==> src/rtl/accel_move_gen.sv <==
// Accelerometer tilt to one-hot ball movement command generator.
// Averages samples, applies dead-zone hysteresis, picks the dominant axis and paces output on an update square wave.
module accel_move_gen #(
  parameter int CLK_FREQUENCY_HZ       = 100000000,
  parameter int UPDATE_FREQUENCY_HZ    = 30,
  parameter int SIMULATE               = 0,
  parameter int SIMULATE_FREQUENCY_CNT = 5,
  parameter int CNTR_WIDTH             = 32,
  parameter int SAMPLE_WIDTH           = 12,
  parameter int AVG_LOG2               = 2,
  parameter int THRESH_ON              = 200,
  parameter int THRESH_OFF             = 120,
  parameter int THRESH_FAST            = 600
) (
  input  logic                           clk,
  input  logic                           reset,
  input  logic signed [SAMPLE_WIDTH-1:0] accel_x,
  input  logic signed [SAMPLE_WIDTH-1:0] accel_y,
  input  logic                           accel_valid,
  output logic [3:0]                     movement,
  output logic                           update,
  output logic                           avg_ready
);

  localparam int SW = SAMPLE_WIDTH;
  localparam int AW = SAMPLE_WIDTH + AVG_LOG2;
  localparam int MW = SAMPLE_WIDTH + 1;
  localparam int CW = AVG_LOG2 + 1;

  localparam logic [CNTR_WIDTH-1:0] TC = CNTR_WIDTH'((SIMULATE != 0) ? SIMULATE_FREQUENCY_CNT
                                                   : CLK_FREQUENCY_HZ / (2 * UPDATE_FREQUENCY_HZ) - 1);
  localparam logic [CW-1:0] LAST = CW'((1 << AVG_LOG2) - 1);

  localparam logic [MW-1:0] TH_ON   = MW'(THRESH_ON);
  localparam logic [MW-1:0] TH_OFF  = MW'(THRESH_OFF);
  localparam logic [MW-1:0] TH_FAST = MW'(THRESH_FAST);

  localparam logic [3:0] MOV_IDLE  = 4'b0000;
  localparam logic [3:0] MOV_UP    = 4'b0001;
  localparam logic [3:0] MOV_DOWN  = 4'b0010;
  localparam logic [3:0] MOV_LEFT  = 4'b0100;
  localparam logic [3:0] MOV_RIGHT = 4'b1000;

  logic [CNTR_WIDTH-1:0] cnt_q, cnt_d;
  logic                  update_q, update_d;
  logic signed [AW-1:0]  acc_x_q, acc_x_d, acc_y_q, acc_y_d;
  logic [CW-1:0]         count_q, count_d;
  logic signed [SW-1:0]  avg_x_q, avg_x_d, avg_y_q, avg_y_d;
  logic                  act_x_q, act_x_d, act_y_q, act_y_d;
  logic                  avg_ready_q, avg_ready_d;
  logic [3:0]            movement_q, movement_d;
  logic                  phase_q, phase_d;

  logic                  wrap, fall;
  logic signed [AW-1:0]  sum_x, sum_y;
  logic [MW-1:0]         mag_x, mag_y, sel_mag;
  logic [3:0]            dir;
  logic                  use_x;

  // Widened by one bit so the most negative sample has a representable magnitude.
  function automatic logic [MW-1:0] abs_mag(input logic signed [SW-1:0] v);
    logic signed [MW-1:0] e;
    e = MW'(v);
    return e[MW-1] ? $unsigned(-e) : $unsigned(e);
  endfunction

  function automatic logic next_active(input logic act, input logic [MW-1:0] mag);
    if (!act) return (mag > TH_ON);
    return !(mag < TH_OFF);
  endfunction

  always_comb begin
    cnt_d       = cnt_q;
    update_d    = update_q;
    acc_x_d     = acc_x_q;
    acc_y_d     = acc_y_q;
    count_d     = count_q;
    avg_x_d     = avg_x_q;
    avg_y_d     = avg_y_q;
    act_x_d     = act_x_q;
    act_y_d     = act_y_q;
    avg_ready_d = 1'b0;
    movement_d  = movement_q;
    phase_d     = phase_q;

    wrap = (cnt_q == TC);
    fall = wrap && update_q;
    if (wrap) begin
      cnt_d    = '0;
      update_d = ~update_q;
    end else begin
      cnt_d = cnt_q + CNTR_WIDTH'(1);
    end

    sum_x = acc_x_q + AW'(accel_x);
    sum_y = acc_y_q + AW'(accel_y);
    if (accel_valid) begin
      if (count_q == LAST) begin
        avg_x_d     = SW'(sum_x >>> AVG_LOG2);
        avg_y_d     = SW'(sum_y >>> AVG_LOG2);
        act_x_d     = next_active(act_x_q, abs_mag(SW'(sum_x >>> AVG_LOG2)));
        act_y_d     = next_active(act_y_q, abs_mag(SW'(sum_y >>> AVG_LOG2)));
        acc_x_d     = '0;
        acc_y_d     = '0;
        count_d     = '0;
        avg_ready_d = 1'b1;
      end else begin
        acc_x_d = sum_x;
        acc_y_d = sum_y;
        count_d = count_q + CW'(1);
      end
    end

    // Selection uses registered flags, so an average latched on the falling edge waits a period.
    mag_x   = abs_mag(avg_x_q);
    mag_y   = abs_mag(avg_y_q);
    use_x   = act_x_q && (!act_y_q || (mag_x >= mag_y));
    sel_mag = use_x ? mag_x : mag_y;
    if (use_x) dir = avg_x_q[SW-1] ? MOV_LEFT : MOV_RIGHT;
    else       dir = avg_y_q[SW-1] ? MOV_DOWN : MOV_UP;

    if (fall) begin
      if (!act_x_q && !act_y_q) begin
        movement_d = MOV_IDLE;
        phase_d    = 1'b0;
      end else if (sel_mag >= TH_FAST) begin
        movement_d = dir;
        phase_d    = 1'b0;
      end else begin
        movement_d = phase_q ? MOV_IDLE : dir;
        phase_d    = ~phase_q;
      end
    end
  end

  always_ff @(posedge clk or negedge reset) begin
    if (!reset) begin
      cnt_q       <= '0;
      update_q    <= 1'b0;
      acc_x_q     <= '0;
      acc_y_q     <= '0;
      count_q     <= '0;
      avg_x_q     <= '0;
      avg_y_q     <= '0;
      act_x_q     <= 1'b0;
      act_y_q     <= 1'b0;
      avg_ready_q <= 1'b0;
      movement_q  <= MOV_IDLE;
      phase_q     <= 1'b0;
    end else begin
      cnt_q       <= cnt_d;
      update_q    <= update_d;
      acc_x_q     <= acc_x_d;
      acc_y_q     <= acc_y_d;
      count_q     <= count_d;
      avg_x_q     <= avg_x_d;
      avg_y_q     <= avg_y_d;
      act_x_q     <= act_x_d;
      act_y_q     <= act_y_d;
      avg_ready_q <= avg_ready_d;
      movement_q  <= movement_d;
      phase_q     <= phase_d;
    end
  end

  assign movement  = movement_q;
  assign update    = update_q;
  assign avg_ready = avg_ready_q;

endmodule

==> config.mk <==
export PLATFORM = sky130hd
export DESIGN_NAME = accel_move_gen
export DESIGN_NICKNAME = d
export VERILOG_FILES = /design/src/rtl/accel_move_gen.sv
export SDC_FILE = /design/constraint.sdc
export NUM_CORES = 1
export LEC_CHECK = 0
export CORE_ASPECT_RATIO = 1.4
export CORE_UTILIZATION = 55
export CTS_BUF_LIST = sky130_fd_sc_hd__clkbuf_16
export DETAILED_ROUTE_END_ITERATION = 6
export HOLD_SLACK_MARGIN = 0.05
export PLACE_DENSITY = 0.78
export SLEW_MARGIN = 20
export SYNTH_ARGS = -nofsm -noshare
export SYNTH_HDL_FRONTEND = slang
export SYNTH_SLANG_ARGS = --single-unit
==> constraint.sdc <==
create_clock -name clk -period 5.6 [get_ports clk]
set_input_delay 0.56 -clock clk [delete_from_list [all_inputs] [get_ports clk]]
set_output_delay 0.56 -clock clk [all_outputs]
set_load 0.005 [all_outputs]
== Word level (Yosys, flattened, before mapping) ==
Index checks and enable logic that the tools add are counted.
Widths: inputs -> output; s select.
Cells by class
  add/sub/neg operators: 8
  $lt $le $gt $ge: 6
  equal/unequal tests: 2
  muxes and demuxes: 29
  bitwise logic cells: 2
  reduce and logical (&&, ||, !) cells: 9
Operator list (number)
  $mux 13: 5
  $neg 12->13: 4
  $add 32x1->32 const B: 1
  $eq 32x21->1 const B: 1
  $mux 32: 1
  $add 14x12->14: 2
  $mux 14: 2
  $gt 13x8->1 const B: 2
  $lt 13x7->1 const B: 2
  $mux 4: 5
  $mux 1: 14
  $ge 13x10->1 const B: 1
  $ge 13x13->1: 1
  $logic_not 1->1: 4
  $add 3x1->3 const B: 1
  $eq 3x2->1 const B: 1
  $logic_and 1x1->1: 3
  $mux 3: 1
  $mux 2: 1
  $not 1->1: 2
  $reduce_and 2->1: 1
  $logic_or 1x1->1: 1
Word-level totals
  flip-flop bits (word level): 96
  bits of input ports: 27
  output and inout port bits: 6
  word-level logic and storage cells: 68

== Logic depth before layout (Yosys ltp) ==
  depth after elaboration: 9
  gate-level depth with buffers: 15
  gate-level depth less buffers: 15

== Worst setup path after synthesis ==
Ideal clock, no wire load.
  path type: input to register
  from: input port accel_y[0]
  to: register act_y_q
  library setup time: 140 ps
  arrival time: 3178 ps
  required time: 5460 ps
  path slack: 2283 ps
  cell stages on the path: 12
  path buffers: 0
  cell sequence: ha_1 inv_1 fa_1 nor2b_1 o22ai_1 xor2_1 nand3_1 a2111oi_2 mux2i_1 a21oi_2 a2111oi_0 a211oi_1
On the way
  cells in the longest elaborated chain, start to end: 6
  elaborated cells between the ends (all ways): 8
  classes of those cells: 2 x add/sub; 2 x order compare; 3 x mux; 1 x reduce/logical
Ends and longest elaborated chain
  from (decl): RTL line 18  | input logic signed [SAMPLE_WIDTH-1:0] accel_y,
  $add 14x12->14 (*): RTL line 96  | sum_y = acc_y_q + AW'(accel_y);
  $neg 12->13: RTL line 64  | return e[MW-1] ? $unsigned(-e) : $unsigned(e);
  $mux 13 (*): RTL line 64
  $gt 13x8->1 or $lt 13x7->1 (tied branches): RTL line 68, 69
  $mux 1 or $logic_not 1->1 (tied branches): RTL line 68, 69
  $mux 1 (*): RTL line 69  | return !(mag < TH_OFF);
  to (signal assigned): RTL line 159  | act_y_q <= act_y_d;
  to (decl): RTL line 49  | logic act_x_q, act_x_d, act_y_q, act_y_d;
Mark *: on every way between the ends. The rest lies on a longest branch, timed or not. The select of a mux whose other input is x is not followed.
A chain may end at the register's enable or synchronous reset.

== Worst setup path in the final report ==
Ends and elaborated chain as after synthesis.

==> results by group <==
STA
  – Final Max Tran Viols: 0
  – RSZ-0062 raised after global routing: false
  – Setup violators final: 0
  – Hold slack: 188 ps
  – Final Skew: 7.73 ps
  – Max-slew headroom: 0.459
  – Total negative slack: 0 ps
  – Fin. Hold Viols: 0
  – Max Clock Freq: 250 MHz
  – Period utilisation layout: 0.715
  – Period minus WS final: around 4000 ps
  – Worst slew pin tran: 809 ps

Setup path
  – Worst EP arrival: 4200 ps
  – Max Fanout on Critical Path: 10
  – Origin of the critical flop-to-flop path: acc_y_q[0]
  – Critical Path Start Type: primary input
  – Critical Path Start: accel_y[0]
  – Endpoint class of the critical path: register
  – Worst Path Required: just under 6000 ps
  – CP Class: primary input to register

Logic synthesis
  – Register area share after synthesis: 0.362
  – Main area contributors after synthesis: dfrtp_1 (36%), ha_1 (8.7%), xnor2_1 (4.9%), xor2_1 (4.1%), nand2_1 (4.0%)
  – Dominant cell type by area after synthesis: dfrtp_1
  – Synth Net Count: between 800 and 900
  – Syn Inst Count: 752
  – Syn avg cell area: 8.82 um^2
  – Seq cells post-synth: 96
  – Synth async-reset ratio: 1.00
  – Synth top area share: 0.362
  – Syn. warnings: 0
  – Cell Area, Synth: 6640 um^2
  – Ys flop type: dfrtp_1
  – Synth cell types: 73
  – Post-synth EDFFs: 0

Job
  – Max Cap Violations: 0

Clock tree
  – CTS tree: built
  – Clock-pin transition on the worst setup and hold timing paths: ~70 ps
  – Clock Sinks: 96
  – CTS H-tree depth: 3
  – Setup Buffers After CTS: 0
  – # hold bufs at CTS: 0
  – Clock latency on the worst-skew pair: 350 ps
  – Clock buffer count from CTS: 9
  – CTS max path bufs: 2
  – Post-CTS sizing: 0
  – Root Buffer Master: clkbuf_16

Power
  – Sequential power share: 0.250
  – Internal Power: 2.33 mW
  – PD cells: around 600 nW/um^2
  – Clock share of power: 0.152
  – Combinational fraction of design power: 0.599
  – Max VDD drop: 392 uV
  – Sw frac: 0.462
  – Leakage: 3.30 nW
  – Net Switching: 2.00 mW

GRT
  – Number of global-route vias before repair: approximately 5,700
  – Largest net degree at the start of global routing: 58
  – Global-route wire length before repair: ~26,000 um
  – Total track usage: 0.262
  – Initial antenna violation count: 0
  – Aggregate global routing overflow: 0

Routing
  – Drt first pass iters: 5
  – ANT nets after route: 0
  – DRC Markers: 0
  – Initial DRC Count: 298
  – Avg WL per Cell: 16.6 um
  – Routed wire length: 15,300 um
  – Total number of vias: 5,655
  – Vias per inst: around 6.1

Cells and area
  – P&R area growth vs syn: 11.2%
  – Cell area after layout: between 7000 and 8000 um^2
  – Diode count: 0
  – Proportion of layout cells with a drive suffix above 1: 0.0476
  – Nets@finish: roughly 850
  – Final Core Density: 0.627
  – Post-route insts no fill: 925

Placement
  – DPL Wire Length: 11,600 um
  – GP Congestion: between 0.8 and 0.9
  – Buffers on Ports: 32
  – Area after DPL: around 7100 um^2
  – Placed Cells: 909

Hold path
  – Hold Crit Class: primary input to asynchronous set/reset pin

Floorplan
  – I/O Pins: 33
  – Core area: between 10,000 and 15,000 um^2
  – Row Count: 47
  – Initial Utilization: 0.564
  – Die Ht: 132 um
  – Die ar.: 12,500 um^2
  – Die width: 94.8 um

Outcome
  – Status: completed
==> area by class of cell <==
type | instances | area, um^2
well taps | 147 | 184
multi-input cells | 580 | 3940
clock buffers | 9 | 225
repair buffers | 36 | 348
flip-flops and latches | 96 | 2400
fillers | 1012 | 4380
clock inverters | 7 | 87.6
inverters | 50 | 188
==> stage by stage <==
step | worst slack [ps] | power, mW
floorplan | 2280 | 3.07
global placement | 1470 | 3.54
detailed placement | 1300 | 3.65
CTS | 1640 | 4.31
global route | 1400 | 4.70
finish | 1600 | 4.33
==> cells by family (layout without fill, tap and decap cells) <==
logic type,count (synthesis),in the layout,synth area share
xor gates and xnor gates,69,69,0.0932
and+or+nand+nor,256,256,0.195
buffers and inverters,76,102,0.0443
DFF,96,96,0.362
adders and majority gates,48,48,0.0928
muxes,7,7,0.0109
AOI/OAI and AO/OA,198,198,0.200
other,2,2,0.00113
==> cells in the mapped netlist, types with 3 or more instances <==
cell type  instances
nor2_1            51
nor2b_1            6
and2_1             7
o22ai_1           30
clkbuf_1          24
nor4_1             8
o32ai_1            3
nand2b_1          10
o211ai_1           7
inv_1             50
a211o_1            4
and4_1             6
a41oi_1            3
nand3_1           27
or2_2              7
nor3_1            11
a211oi_1           8
o31a_1             3
and3_1            17
a31oi_1            8
ha_1              46
mux2i_1            5
xnor2_1           37
or3_1             10
o21ai_0           52
xor2_1            31
a21oi_1           29
nand2_1           70
o21bai_1           3
dfrtp_1           96
a221o_1            3
o31ai_1            5
nor4b_1            3
a21o_1             9
nand4_1           12
==> path summary, 6_finish.rpt <==
| check | end | slack [ps] | depth (start not counted) |
|---|---|---|---|
| setup / recovery | act_y_q | 1600 | 13 |
| hold / removal | avg_y_q[11] | 190 | 1 |
| setup reg to reg | act_y_q | 1900 | 12 |
| hold reg to reg | cnt_q[31] | 480 | 1 |
| max in group asynchronous | cnt_q[18] | 4310 | 2 |
| min in group clk | cnt_q[31] | 480 | 1 |
==> cell usage in the layout (no fill, tap or decap), types with 27 or more instances in the layout <==
cell             instances
inv_1                   52
nand3_1                 27
nand2_1                 70
xnor2_1                 37
o21ai_0                 51
nor2_1                  51
dfrtp_1                 96
xor2_1                  31
ha_1                    46
clkdlybuf4s50_1         31
o22ai_1                 30
a21oi_1                 29
==> state kept, by name, indices dropped and copies added, names as in the netlist, 3 cells and up <==
| register | count |
|---|---|
| cnt_q | 32 |
| acc_x_q | 14 |
| acc_y_q | 14 |
| avg_x_q | 12 |
| count_q | 3 |
| avg_y_q | 12 |
| movement | 4 |
==> power groups by stage <==
stage / clock network, mW / logic [mW] / registers, mW
final: 0.656 / 2.59 / 1.08
after detailed placement: 0 / 2.55 / 1.09
after CTS: 0.661 / 2.57 / 1.08
after global routing: 0.692 / 2.90 / 1.11
after floorplan: 0 / 2.06 / 1.01
after global placement: 0 / 2.47 / 1.08
==> worst max-delay path: stages <==
cell             delay, ps
clkdlybuf4s50_1        460
ha_1                   180
inv_1                   60
fa_1                   400
nor2b_1                230
o22ai_1                130
xor2_1                 600
nand3_1                310
a2111oi_2              380
mux2i_1                280
a21oi_2                 90
a2111oi_0              440
a211oi_1                80
==> layer usage <==
metal,vias up,part of all wire,track usage
met5,-,0,0
li1,2765,-,-
met1,2747,0.41,0.295
met2,105,0.54,0.474
met4,0,0.030,0.127
met3,38,0.022,0.0317
No activity file was read; power rests on OpenSTA's default activity.
